<file path="src/rtl/ldst_mem_server.sv">
// ldst_mem_server
//   Memory-side responder for strided load/store accesses. One access at a
//   time: latch base/stride/length, pulse a grant, then walk local memory.
//   Loads return through a small credit-managed FIFO that honours requester
//   stall. Stores pass straight through to the memory write port.
//   Completion is a one-cycle O_Term pulse.
// Ports:
//   clock, reset                     clock, async active-low reset
//   I_Req/I_St/I_Length/I_Stride/I_Base  access request (held until granted)
//   O_Acceess_Grant                  one-cycle grant pulse
//   O_Valid/O_Data/I_Stall           load beat stream with back-pressure
//   I_Valid/I_Data/O_Stall           store beat stream
//   O_Term, O_Busy                   completion pulse, not-idle flag
//   O_Mem_Re/We/Addr/Data, I_Mem_Data  local memory port (1-cycle read)
module ldst_mem_server #(
  parameter int WIDTH_DATA = 32,
  parameter int WIDTH_ADDR = 12,
  parameter int DEPTH_BUFF = 4
) (
  input  logic                  clock,
  input  logic                  reset,
  input  logic                  I_Req,
  input  logic                  I_St,
  input  logic [WIDTH_ADDR-1:0] I_Length,
  input  logic [WIDTH_ADDR-1:0] I_Stride,
  input  logic [WIDTH_ADDR-1:0] I_Base,
  output logic                  O_Acceess_Grant,
  output logic                  O_Valid,
  output logic [WIDTH_DATA-1:0] O_Data,
  input  logic                  I_Stall,
  input  logic                  I_Valid,
  input  logic [WIDTH_DATA-1:0] I_Data,
  output logic                  O_Stall,
  output logic                  O_Term,
  output logic                  O_Busy,
  output logic                  O_Mem_Re,
  output logic                  O_Mem_We,
  output logic [WIDTH_ADDR-1:0] O_Mem_Addr,
  output logic [WIDTH_DATA-1:0] O_Mem_Data,
  input  logic [WIDTH_DATA-1:0] I_Mem_Data
);

  localparam int PW = $clog2(DEPTH_BUFF);

  typedef enum logic [1:0] {IDLE, LOAD, STORE, TERM} state_t;

  state_t                               state;
  logic [WIDTH_ADDR-1:0]                addr_q, stride_q, remain_q;
  logic                                 grant_q;
  logic                                 inflight_q;
  logic [DEPTH_BUFF-1:0][WIDTH_DATA-1:0] buff_q;
  logic [PW-1:0]                        wp_q, rp_q;
  logic [PW:0]                          occ_q;

  logic        empty, pop, push, rd_issue, wr_take, last_beat;
  logic [PW:0] credit_used;

  assign empty       = (occ_q == '0);
  assign pop         = ~empty & ~I_Stall;
  // read data returns one cycle after issue and lands in the FIFO that edge
  assign push        = inflight_q;
  // credits count the FIFO plus the pending read; a same-cycle pop does not
  // free a credit, so the FIFO can never overflow
  assign credit_used = occ_q + {{PW{1'b0}}, inflight_q};
  assign rd_issue    = (state == LOAD) && (remain_q != '0) &&
                       (credit_used < (PW+1)'(DEPTH_BUFF));
  assign wr_take     = (state == STORE) && I_Valid;
  assign last_beat   = (remain_q == '0) && ~inflight_q &&
                       (occ_q == (PW+1)'(1)) && pop;

  assign O_Acceess_Grant = grant_q;
  assign O_Valid         = ~empty;
  assign O_Data          = empty ? '0 : buff_q[rp_q];
  assign O_Stall         = (state != STORE);
  assign O_Term          = (state == TERM);
  assign O_Busy          = (state != IDLE);
  assign O_Mem_Re        = rd_issue;
  assign O_Mem_We        = wr_take;
  assign O_Mem_Addr      = (rd_issue | wr_take) ? addr_q : '0;
  assign O_Mem_Data      = wr_take ? I_Data : '0;

  always_ff @(posedge clock or negedge reset) begin
    if (!reset) begin
      state      <= IDLE;
      addr_q     <= '0;
      stride_q   <= '0;
      remain_q   <= '0;
      grant_q    <= 1'b0;
      inflight_q <= 1'b0;
      buff_q     <= '0;
      wp_q       <= '0;
      rp_q       <= '0;
      occ_q      <= '0;
    end else begin
      grant_q    <= 1'b0;
      inflight_q <= rd_issue;
      if (push) begin
        buff_q[wp_q] <= I_Mem_Data;
        wp_q         <= wp_q + PW'(1);
      end
      if (pop) rp_q <= rp_q + PW'(1);
      occ_q <= occ_q + (PW+1)'(push) - (PW+1)'(pop);
      // address wraps silently modulo 2^WIDTH_ADDR
      if (rd_issue | wr_take) begin
        addr_q   <= addr_q + stride_q;
        remain_q <= remain_q - WIDTH_ADDR'(1);
      end
      case (state)
        IDLE: if (I_Req) begin
          grant_q  <= 1'b1;
          addr_q   <= I_Base;
          stride_q <= I_Stride;
          remain_q <= I_Length;
          if (I_Length == '0) state <= TERM;
          else if (I_St)      state <= STORE;
          else                state <= LOAD;
        end
        LOAD:    if (last_beat) state <= TERM;
        STORE:   if (wr_take && remain_q == WIDTH_ADDR'(1)) state <= TERM;
        default: state <= IDLE;
      endcase
    end
  end

endmodule

</file>
<file path="config.mk">
export PLATFORM = sky130hd
export DESIGN_NAME = ldst_mem_server
export DESIGN_NICKNAME = d
export VERILOG_FILES = /design/src/rtl/ldst_mem_server.sv
export SDC_FILE = /design/constraint.sdc
export NUM_CORES = 1
export LEC_CHECK = 0
export BUFFER_PORTS_ARGS = -buffer_cell sky130_fd_sc_hd__buf_4
export CAP_MARGIN = 30
export CORE_ASPECT_RATIO = 2
export CORE_MARGIN = 2
export CORE_UTILIZATION = 50
export CTS_CLUSTER_DIAMETER = 120
export CTS_CLUSTER_SIZE = 16
export DETAILED_ROUTE_END_ITERATION = 10
export PLACE_DENSITY_LB_ADDON = 0.12
export SLEW_MARGIN = 10
export SYNTH_ARGS = -nofsm -noshare
export SYNTH_HDL_FRONTEND = slang
export SYNTH_SLANG_ARGS = --single-unit
export TNS_END_PERCENT = 10
</file>
<file path="constraint.sdc">
create_clock -name clock -period 2.6 [get_ports clock]
set_input_delay 0.39 -clock clock [delete_from_list [all_inputs] [get_ports clock]]
set_output_delay 0.39 -clock clock [all_outputs]
set_load 0.01 [all_outputs]
</file>
Yosys cells after proc, flatten, opt, wreduce, memory -nomap -nowiden
Index checks and enable logic that the tools add are counted.
Cells by class
  add/sub/neg operators: 6
  $lt $le $gt $ge: 4
  equal/unequal tests: 9
  muxes and demuxes: 22
  bitwise operators: 5
  reduce and logical (&&, ||, !) cells: 16
Operators with widths (number)
  $bwmux 128: 1
  $mux 32: 4
  $mux 12: 7
  $bmux 32 s2: 1
  $demux 32 s2: 1
  $logic_not 12->1: 2
  $add 12x12->12: 1
  $eq 12x1->1 const B: 1
  $reduce_bool 12->1: 1
  $sub 12x1->12 const B: 1
  $mux 2: 5
  $logic_and 1x1->1: 8
  $lt 2x3->1 const B: 2
  $ne 2x2->1 const B: 3
  $pmux 2 s3: 1
  $add 2x1->2 const B: 2
  $eq 2x2->1 const B: 2
  $add 3x1->3: 1
  $eq 3x1->1 const B: 1
  $logic_not 3->1: 1
  $lt 3x3->1 const B: 1
  $not 1->1: 3
  $reduce_and 3->1: 1
  $sub 3x1->3: 1
  other kinds (9): 10
Storage, ports and cells
  register bits: 175
  bits of input ports: 106
  output and inout port bits: 83
  logic and storage cells: 75

Longest topological paths before layout
Gate-level depths: netlist of the first run.
  word-level depth: 7
  depth in mapped cells: 10
  mapped depth without buffers: 10

Least setup slack after synthesis of the first run
OpenSTA, ideal clock, no wires.
  kind: register to output
  from: reg inflight_q
  to: out O_Mem_Addr[0]
  arrival time: 1.804 ns
  required time: 2.210 ns
  path slack: 0.406 ns
  cell stages (with the launch flop): 8
  buffers on the path: 2
  cell sequence: dfrtp_1 > ha_1 > ha_1 > xnor2_1 > a31o_2 > buf_2 > clkbuf_1 > and2_1
Between the ends
  cells in the longest elaborated chain, start to end: 5
Ends and longest elaborated chain
  start: declaration: RTL line 50  | logic inflight_q;
  start signal: assignment: RTL line 96  | inflight_q <= rd_issue;
  $add 3x1->3: RTL line 64  | assign credit_used = occ_q + {{PW{1'b0}}, inflight_q};
  $lt 3x3->1: RTL line 66  | (credit_used < (PW+1)'(DEPTH_BUFF));
  $logic_and 1x1->1: RTL line 65  | assign rd_issue = (state == LOAD) && (remain_q != '0) &&
  $or 1x1->1: RTL line 79  | assign O_Mem_Addr = (rd_issue | wr_take) ? addr_q : '0;
  $mux 12: RTL line 79
  end: declaration: RTL line 38  | output logic [WIDTH_ADDR-1:0] O_Mem_Addr,
No other way between the ends.

Final worst setup path of the first run
  from: reg remain_q[4]
  to: out O_Mem_Addr[2]
Between the ends
  cells in the longest elaborated chain, start to end: 5
Ends and longest elaborated chain
  start: declaration: RTL line 48  | logic [WIDTH_ADDR-1:0] addr_q, stride_q, remain_q;
  start signal: assignment: RTL line 106  | remain_q <= remain_q - WIDTH_ADDR'(1);
  start signal: assignment: RTL line 113  | remain_q <= I_Length;
  $reduce_bool 12->1: RTL line 65
  $logic_and 1x1->1 (2 in series): RTL line 65
  $or 1x1->1: RTL line 79
  $mux 12: RTL line 79
No other way between the ends.

==> impl_metrics.csv, run 1 <==
group,metric,value,unit
grt,grt-ovfl-total,0,
place,place_area,10520,µm²
final_layout,stdcell_area,11300,µm²
logic_synthesis,synth_nets,848,
grt,grt_pass1_vias,6900,
timing,finalSetupTns,0,ns
timing,worst_pin_slew,0.6448,ns
clock_tree,worstSkewPairLatency,0.43,ns
setup_path,endpoint_kind,"output port",
final_layout,diodes,0,
detailed_routing,wl,21870,µm
logic_synthesis,ys_seq_area_share,50.04,%
detailed_routing,antenna_left,0,
logic_synthesis,synthCells,715,
floorplanning,core_area,17190,µm²
timing,period_needed,2.487,ns
logic_synthesis,yosys_warnings,0,
pwr,irDropWorstVdd,0.6506,mV
floorplanning,die_area,18640,µm²
clock_tree,cts.sinks,175,
pwr,finalPower,15.38,mW
grt,grtUsageMet3,4.278,%
timing,hold_viol,0,
detailed_routing,remaining_drc_errors,0,
grt,grt_max_degree,63,
setup_path,worst-path-buf-inv,1,
floorplanning,rows,68,
setup_path,required,2.21,ns
clock_tree,tritoncts,"built",
timing,clock_skew,0.01190,ns
place,routabilityCongestion,0.8366,
final_layout,multi_input_area,4224,µm²
final_layout,utilization,65.75,%
timing,fin_crit_sh,95.64,%
place,place_ws,0.1959,ns
detailed_routing,wl_per_cell,19.37,µm
logic_synthesis,synth.top_cell.area_share,50.04,%
detailed_routing,vias_per_cell,5.553,
place,dp.cells,1089,
final_layout,area_delta_synth_final,29.11,%
floorplanning,fp.dieW,97.55,µm
setup_path,worst_ep_arrival_time,2.10,ns
final_layout,fill_cells,1396,
detailed_routing,drt_pass1_iterations,4,
timing,final-setup-viol-count,0,
outcome,status,"finished, final reports clean",
clock_tree,clock-root-buffer,"clkbuf_16",
timing,maxSlewViolCount,0,
timing,rsz0062_at_grt,"false",
floorplanning,die_h,191.1,µm
setup_path,cp_slowest_cell,"dfrtp_2",
detailed_routing,initialDrtViolationCount,229,
timing,holdWs,0.1495,ns
timing,max-slew-margin-rel,57.01,%
logic_synthesis,synth_edf_count,0,
logic_synthesis,ys.flop_type,"dfrtp_1",
logic_synthesis,ys_ff_latch,175,
floorplanning,ioPinCount,189,
place,dpl.hpwl,15210,µm
setup_path,cp_cell_sequence,"nor4_4 > nand4_4 > a31o_4 > and2_1 > buf_4",
logic_synthesis,avgSynthCellArea,12.24,µm²
grt,use_met2,45.78,%
grt,grt_util_all_layers,23.77,%
grt,antenna_found_initial,0,
logic_synthesis,synthTopCellsByArea,"dfrtp_1, mux2_2, mux4_2",
clock_tree,clk_pin_slew_worst_paths,0.07,ns
timing,fmax,402.1,MHz
logic_synthesis,synth.distinct_cells,44,
setup_path,worstSetupStartpointType,"flop",
detailed_routing,vias,6269,
floorplanning,start_util,50.92,%
grt,grt_pass1_wl,35140,µm
final_layout,drive_gt1_share,45.70,%
clock_tree,cts-buffers-inserted,17,
clock_tree,clk_path_buf_depth,2,
logic_synthesis,synth_area_leader_cell,"dfrtp_1",
logic_synthesis,syn_area,8752,µm²
setup_path,path_delay_family,"simple AND/OR/NAND/NOR gates",
final_layout,fin_nets,1040,
worst_hold_path,hold_class,"in2reg",
grt,gr-usage-met1,26.20,%
final_layout,seqCellArea,4383,µm²
setup_path,slowest_delay,0.44,ns
place,io_buffers,188,
pwr,leakagePower,5.294,nW
setup_path,criticalPathCategory,"reg2out",
final_layout,final_cells,1129,
grt,grt-busiest-layer,"met2",
pwr,power_density,1361,nW/µm²
logic_synthesis,postSynth.asyncResetShare,100.0,%
flow_run,maxCapViolations,0,
timing,worst_slack,0.1133,ns
setup_path,cp_max_fo,16,
clock_tree,h-tree-depth,4,
[layout make-up]
class / instances / share of cell area (%)
Inverter: 18 / 0.5979
Timing Repair Buffer: 213 / 14.98
Tap cell: 210 / 2.325
Clock buffer: 21 / 4.075
Multi-Input combinational cell: 482 / 37.38
Clock inverter: 10 / 1.849
Sequential cell: 175 / 38.79
[state kept, by name, indices dropped and copies added, names as in the netlist]
| signal | count |
|---|---|
| O_Acceess_Grant | 1 |
| addr_q | 12 |
| buff_q | 128 |
| inflight_q | 1 |
| occ_q | 3 |
| remain_q | 12 |
| rp_q | 2 |
| state | 2 |
| stride_q | 12 |
| wp_q | 2 |
[routing by layer]
layer	part of all wire, %	routed length [µm]
met1	37	8017
met2	58	12740
met3	3.2	707
met4	1.9	405
met5	0	0
[power by group]
group | internal [mW] | switching, mW
clock | 1.85 | 1.03
sequential | 4.14 | 0.902
combinational | 4.14 | 3.32
[cells by family (layout without fill, tap and decap cells)]
family	Yosys count	count (layout)	share of synthesized area [%]
AND/OR/NAND/NOR	209	209	12.22
flip-flops	175	175	50.04
multiplexers	160	160	24.70
AO/OA/AOI/OAI	63	64	4.289
buffers and inverters	59	262	2.602
adder cells (fa/ha/maj)	27	27	3.946
XOR/XNOR	22	22	2.202
[worst paths after layout]
| kind | from | end | slack, ns | cells past startpoint |
|---|---|---|---|---|
| worst max-delay path | remain_q[4] | O_Mem_Addr[2] | 0.11 | 5 |
| worst min-delay path | I_Stride[9] | stride_q[9] | 0.15 | 3 |
| worst max register to register | addr_q[4] | addr_q[11] | 0.23 | 8 |
| worst min register to register | stride_q[4] | stride_q[4] | 0.48 | 2 |
| max in group asynchronous | reset | remain_q[4] | 1.17 | 3 |
| min in group asynchronous | reset | buff_q[103] | 0.50 | 2 |
[cell usage after synthesis (all sizes together) (2+ instances only)]
master / count
nand2b: 2
mux4: 32
and2: 12
nor2b: 34
nand2: 72
nor2: 34
a21oi: 19
dfrtp: 175
o21a: 3
o21ai: 22
o41ai: 2
and3: 34
buf: 17
nor3: 5
xor2: 9
a21o: 2
clkbuf: 24
mux2: 128
inv: 18
nor4: 6
nand4: 2
or3: 2
a31oi: 7
xnor2: 13
nand3: 3
ha: 26
[layout by cell type, fill, tap and decap left out, types with 2 or more instances in the layout]
cell and instances:
mux2_2 128, o21ai_0 22, and3_1 32, ha_1 25, buf_4 204, nor2_1 33
xnor2_1 12, o41ai_1 2, nor2b_1 34, nand3_1 3, clkinvlp_4 2, bufinv_16 6
nor3_1 4, nor4_1 4, a31oi_1 7, nand2_1 68, a21o_1 2, inv_1 17
a21oi_1 19, xor2_1 9, clkbuf_8 2, nand2_2 4, or3_1 2, and2_1 12
mux4_2 32, nor4_4 2, nand2b_1 2, and3_2 2, dfrtp_1 172, clkbuf_16 17
dfrtp_2 3, clkbuf_1 2, o21a_1 3, buf_12 7
[tightest hold or removal path, delay by kind of cell]
| family | cells | cell delay [ns] |
|---|---|---|
| buffers and inverters | 1 | 0.08 |
| AND/OR/NAND/NOR | 2 | 0.09 |
[what timing repair did]
action | CTS | global route
gates cloned | 0 | 1
endpoints found under the setup margin | 12 | 12
setup buffers | 0 | 8
pin swaps | 1 | 6
endpoints found under the hold margin | 58 | 0
hold buffers | 1 | 0
resized for setup | 5 | 4
(Power assumes the default switching activity.)
==> run 2: changes to the inputs <==
clock period = 2.62 ns   (was 2.6 ns; I/O delays follow)
==> run 2 against run 1 <==
Effect of this change: worst setup slack lost 0.025 ns; register-to-register slack about the same; final cell count hardly changed; wire length is 1.8% lower; combinational power about the same; critical path type unchanged; total power shrank 2.3%; highest routed layer unchanged; via count decreased by 0.13%.
==> impl_metrics.csv, run 2 (synthesis results as in run 1) <==
group,metric,value,unit
grt,grt_pass1_vias,6944,
clock_tree,cts-buffers-inserted,17,
final_layout,fill_cells,1362,
floorplanning,core_area,17190,µm²
final_layout,multi_input_area,4224,µm²
worst_hold_path,hp-start,"I_Stride[7]",
setup_path,cp.depth,5,
clock_tree,h-tree-depth,4,
detailed_routing,initialDrtViolationCount,169,
flow_run,maxCapViolations,0,
detailed_routing,vias_per_cell,5.551,
timing,worst_pin_slew,0.5566,ns
timing,period_needed,2.532,ns
setup_path,timing.rr.start,"addr_q[4]",
floorplanning,ioPinCount,189,
worst_hold_path,whs_path_depth,3,
final_layout,largest_reg_flops,128,
pwr,irDropWorstVdd,0.7651,mV
setup_path,criticalPathCategory,"reg2out",
setup_path,ff2ff_path_depth,8,
clock_tree,clk_pin_slew_worst_paths,0.07,ns
floorplanning,rows,68,
setup_path,cp_max_fo,15,
setup_path,path_delay_family,"simple AND/OR/NAND/NOR gates",
pwr,power_density,1338,nW/µm²
timing,final-setup-viol-count,0,
place,dpl.hpwl,15130,µm
setup_path,worstSetupStartpointType,"flop",
floorplanning,die_h,191.1,µm
setup_path,slowest_delay,0.43,ns
outcome,status,"finished, final reports clean",
setup_path,endpoint_kind,"output port",
setup_path,cp_slowest_cell,"dfrtp_2",
detailed_routing,remaining_drc_errors,0,
pwr,leakagePower,5.266,nW
timing,fin_crit_sh,96.64,%
place,place_area,10500,µm²
floorplanning,die_area,18640,µm²
final_layout,top_register,"buff_q",
detailed_routing,drt_pass1_iterations,4,
setup_path,cp_cell_sequence,"nor4_4 > nand4_4 > a31o_4 > and2_1 > buf_4",
place,io_buffers,188,
floorplanning,fp.dieW,97.55,µm
timing,rsz0062_at_grt,"true",
timing,maxSlewViolCount,0,
grt,grt_util_all_layers,23.36,%
grt,antenna_found_initial,0,
clock_tree,clock-root-buffer,"clkbuf_16",
setup_path,startpoint,"remain_q[3]",
grt,grt_max_degree,69,
final_layout,mostFrequentLayoutCells,"buf_4, dfrtp_1, mux2_2",
clock_tree,worstSkewPairLatency,0.43,ns
setup_path,worst_ep_arrival_time,2.14,ns
floorplanning,start_util,50.92,%
detailed_routing,wl_per_cell,19.05,µm
detailed_routing,wl,21480,µm
final_layout,fin_nets,1039,
timing,clock_skew,0.01075,ns
setup_path,worst-path-buf-inv,1,
final_layout,area_delta_synth_final,28.35,%
final_layout,diodes,0,
timing,holdWs,0.1513,ns
timing,max-slew-margin-rel,62.84,%
clock_tree,clk_path_buf_depth,2,
detailed_routing,vias,6261,
final_layout,drive_gt1_share,45.64,%
grt,grt-ovfl-total,0,
timing,hold_viol,0,
grt,grt_pass1_wl,34580,µm
final_layout,stdcell_area,11230,µm²
worst_hold_path,hold_class,"in2reg",
clock_tree,cts.sinks,175,
final_layout,seqCellArea,4384,µm²
clock_tree,tritoncts,"built",
timing,fmax,394.9,MHz
final_layout,final_common_cell,"buf_4",
setup_path,required,2.23,ns
detailed_routing,antenna_left,0,
place,routabilityCongestion,0.8391,
-- run 2: cell types whose count changed in the layout (fill, tap and decap cells not counted), sizes merged --
| cell | previous run | this run |
|---|---|---|
| buf | 212 | 211 |
| inv | 18 | 19 |
| bufinv | 6 | 4 |
| clkinv | 2 | 3 |
| clkbuf | 21 | 22 |
| clkinvlp | 2 | 1 |
-- run 2: cell type report --
type	instances	share of cell area, %
clock inverter	9	1.403
multi-input combinational	482	37.60
timing repair buffer	212	14.89
tap	210	2.339
inverter	18	0.6015
clock buffer	22	4.132
sequential	175	39.03
-- run 2: timing repair --
item	in CTS	in global routing
gates cloned	0	1
hold buffers	1	0
setup endpoints to repair	12	12
setup buffers	0	7
pin swaps	1	6
hold endpoints to repair	48	0
resized for setup	4	6
-- run 2: power by group --
part | leakage (nW) | internal (mW) | switching (mW)
clock | 0.302 | 1.65 | 1.02
sequential | 2.05 | 4.10 | 0.820
combinational | 2.91 | 4.08 | 3.36
total | 5.27 | 9.83 | 5.20
-- run 2: worst reg2reg max path, cell delays in order (launching register included) --
cell and delay (ns):
dfrtp_1 0.40, ha_1 0.35, a21o_1 0.22, a211o_1 0.23, o2111ai_1 0.27, a311oi_1 0.19, xnor2_1 0.16, or3_1 0.31
a31oi_1 0.19
-- run 2: worst paths after layout --
check | to | slack, ns
worst max-delay path | O_Mem_Addr[0] | 0.09
max in group asynchronous | remain_q[3] | 1.32
worst min register to register | stride_q[0] | 0.49
worst min-delay path | stride_q[7] | 0.15
min in group asynchronous | buff_q[7] | 0.47
worst max register to register | addr_q[11] | 0.23
-- run 2: routing by layer --
metal	part of all wire, %	global-route usage (%)
met1	37	25.92
met2	58	44.64
met3	3.1	4.314
met4	2.0	7.265
met5	0	0
-- run 2: stage by stage --
step                      setup slack [ns]  instances  power (mW)  setup TNS, ns  util, %
after CTS                         0.007731       1121       15.08              0    64.92
after global placement              0.2450       1089       11.91              0    61.11
after floorplan                     0.4228        715       9.601              0        -
after global routing             -0.008303       1128       16.03       -0.02115    65.36
after detailed placement            0.1920       1089       12.33              0    61.11
final                              0.08799       1128       15.03              0    65.36
==> run 3: changes to the inputs <==
CORE_UTILIZATION = 55   (was 50)
==> run 3 against run 2 <==
Effect of this change: fmax shrank 1.7%; via count is 0.35% higher; global-route usage increased by 2.9 points; core utilization rose by 5.7 points; design area shrank 0.65%; largest power group unchanged; clock skew up 0.0026 ns; largest cell class unchanged; sequential share of layout area is 0.25 points higher; critical endpoint is now O_Mem_Addr[3].
==> impl_metrics.csv, run 3 (synthesis results as in run 1) <==
group,metric,value,unit
detailed_routing,antenna_left,0,
final_layout,largest_reg_flops,128,
timing,final-setup-viol-count,0,
setup_path,startpoint,"remain_q[8]",
worst_hold_path,whs_path_depth,3,
place,dpl.hpwl,15140,µm
grt,grt_pass1_wl,34910,µm
setup_path,r2r_end,"addr_q[11]",
setup_path,ff2ff_path_depth,8,
floorplanning,core_area,15700,µm²
setup_path,cp_cell_sequence,"nor4_4 > nand4_2 > a31o_4 > buf_12 > and2_1 > buf_4",
timing,worst_slack,0.04400,ns
final_layout,mostFrequentLayoutCells,"buf_4, dfrtp_1, mux2_2",
setup_path,worstSetupStartpointType,"flop",
final_layout,final_common_cell,"buf_4",
worst_hold_path,hp-start,"I_Stride[11]",
timing,clock_skew,0.01339,ns
timing,max-slew-margin-rel,55.90,%
clock_tree,clk_pin_slew_worst_paths,0.07,ns
clock_tree,h-tree-depth,4,
final_layout,final_cells,1116,
clock_tree,worstSkewPairLatency,0.43,ns
timing,finalSetupTns,0,ns
floorplanning,die_area,17000,µm²
grt,grt_max_degree,69,
timing,maxSlewViolCount,0,
floorplanning,rows,65,
clock_tree,tritoncts,"built",
clock_tree,clock-root-buffer,"clkbuf_16",
place,place_ws,0.2449,ns
setup_path,r2r_slack,0.27,ns
place,routabilityCongestion,0.8603,
clock_tree,clk_path_buf_depth,2,
timing,period_needed,2.576,ns
timing,hold_viol,0,
setup_path,slowest_delay,0.45,ns
final_layout,fill_cells,1163,
setup_path,criticalPathCategory,"reg2out",
setup_path,worst_ep_arrival_time,2.18,ns
detailed_routing,remaining_drc_errors,0,
place,dp.cells,1081,
setup_path,required,2.23,ns
worst_hold_path,hold_class,"in2reg",
grt,grt_pass1_vias,7048,
outcome,status,"finished, final reports clean",
final_layout,diodes,0,
floorplanning,ioPinCount,189,
detailed_routing,vias_per_cell,5.630,
pwr,irDropWorstVdd,0.7489,mV
floorplanning,die_h,182.4,µm
setup_path,cp_slowest_cell,"dfrtp_2",
detailed_routing,wl,21290,µm
floorplanning,fp.dieW,93.20,µm
final_layout,top_register,"buff_q",
detailed_routing,drt_pass1_iterations,4,
flow_run,maxCapViolations,0,
pwr,finalPower,14.89,mW
detailed_routing,vias,6283,
pwr,power_density,1334,nW/µm²
floorplanning,start_util,55.76,%
final_layout,area_delta_synth_final,27.52,%
place,io_buffers,188,
timing,rsz0062_at_grt,"true",
final_layout,fin_nets,1035,
clock_tree,cts.sinks,175,
timing,fin_crit_sh,98.32,%
grt,antenna_found_initial,0,
clock_tree,cts-buffers-inserted,17,
detailed_routing,wl_per_cell,19.08,µm
detailed_routing,initialDrtViolationCount,214,
timing,fmax,388.2,MHz
pwr,leakagePower,5.230,nW
final_layout,drive_gt1_share,45.68,%
grt,grt_util_all_layers,26.27,%
setup_path,timing.rr.start,"addr_q[4]",
worst_hold_path,holdPathEnd,"stride_q[11]",
final_layout,utilization,71.10,%
setup_path,endpoint_kind,"output port",
grt,grt-ovfl-total,0,
setup_path,cp_max_fo,28,
timing,worst_pin_slew,0.6615,ns
-- run 3: cell types whose count changed in the layout (fill, tap and decap cells not counted), sizes merged --
| cell | previous run | this run |
|---|---|---|
| clkbuf | 22 | 18 |
| bufinv | 4 | 2 |
| a31o | 2 | 1 |
| clkinvlp | 1 | 4 |
| inv | 19 | 26 |
| clkinv | 3 | 0 |
| buf | 211 | 208 |
-- run 3: how the worst max path moves through the flow --
stage / endpoint / slack (ns) / cells past startpoint
after floorplan: O_Mem_Addr[0] / 0.42 / 7
after global placement: addr_q[11] / 0.31 / 8
after detailed placement: addr_q[11] / 0.24 / 8
after CTS: O_Mem_Addr[4] / 0.007 / 6
after global routing: O_Mem_Addr[4] / -0.07 / 6
final: O_Mem_Addr[3] / 0.04 / 6
-- run 3: power by group --
| part | leakage (nW) | internal, mW | total (mW) | switching, mW |
|---|---|---|---|---|
| combinational | 2.90 | 4.06 | 7.34 | 3.29 |
| clock | 0.282 | 1.44 | 2.58 | 1.13 |
| sequential | 2.05 | 4.10 | 4.97 | 0.870 |
| total | 5.23 | 9.60 | 14.9 | 5.29 |
-- run 3: worst max-delay path: cells and delay by family (launching register included) --
family	cells	cell delay [ns]
compound gates	1	0.30
simple gates	3	0.70
flops	1	0.45
buf+inv	2	0.30
-- run 3: what timing repair did --
item / 4_1_cts / 5_1_grt
hold buffers: 1 / 0
pin swaps: 1 / 3
endpoints found under the setup margin: 12 / 12
resized for setup: 3 / 5
hold endpoints to repair: 39 / 0
buffers inserted: 1 / 1
-- run 3: cell type report --
class                   instances  area, µm²  area share (%)
clock buffers                  18      429.2           3.845
clock inverters                14      170.2           1.525
inverters                      18      67.56          0.6054
multi-input cells             481       4195           37.59
flip-flops and latches        175       4384           39.28
well taps                     201      251.5           2.253
repair buffers                209       1663           14.90
-- run 3: per-stage QoR --
step                instance area [µm²]  hold slack, ns
CTS                               11130          0.1418
global placement                  10500          0.4118
finish                            11160          0.1572
detailed placement                10500          0.4286
floorplan                          8752         0.09741
global route                      11160          0.1474
-- run 3: metal layers --
| layer | share of wire [%] | GRT usage [%] |
|---|---|---|
| met1 | 38 | 30.02 |
| met2 | 57 | 49.62 |
| met3 | 3.3 | 4.459 |
| met4 | 1.7 | 7.176 |
| met5 | 0 | 0 |
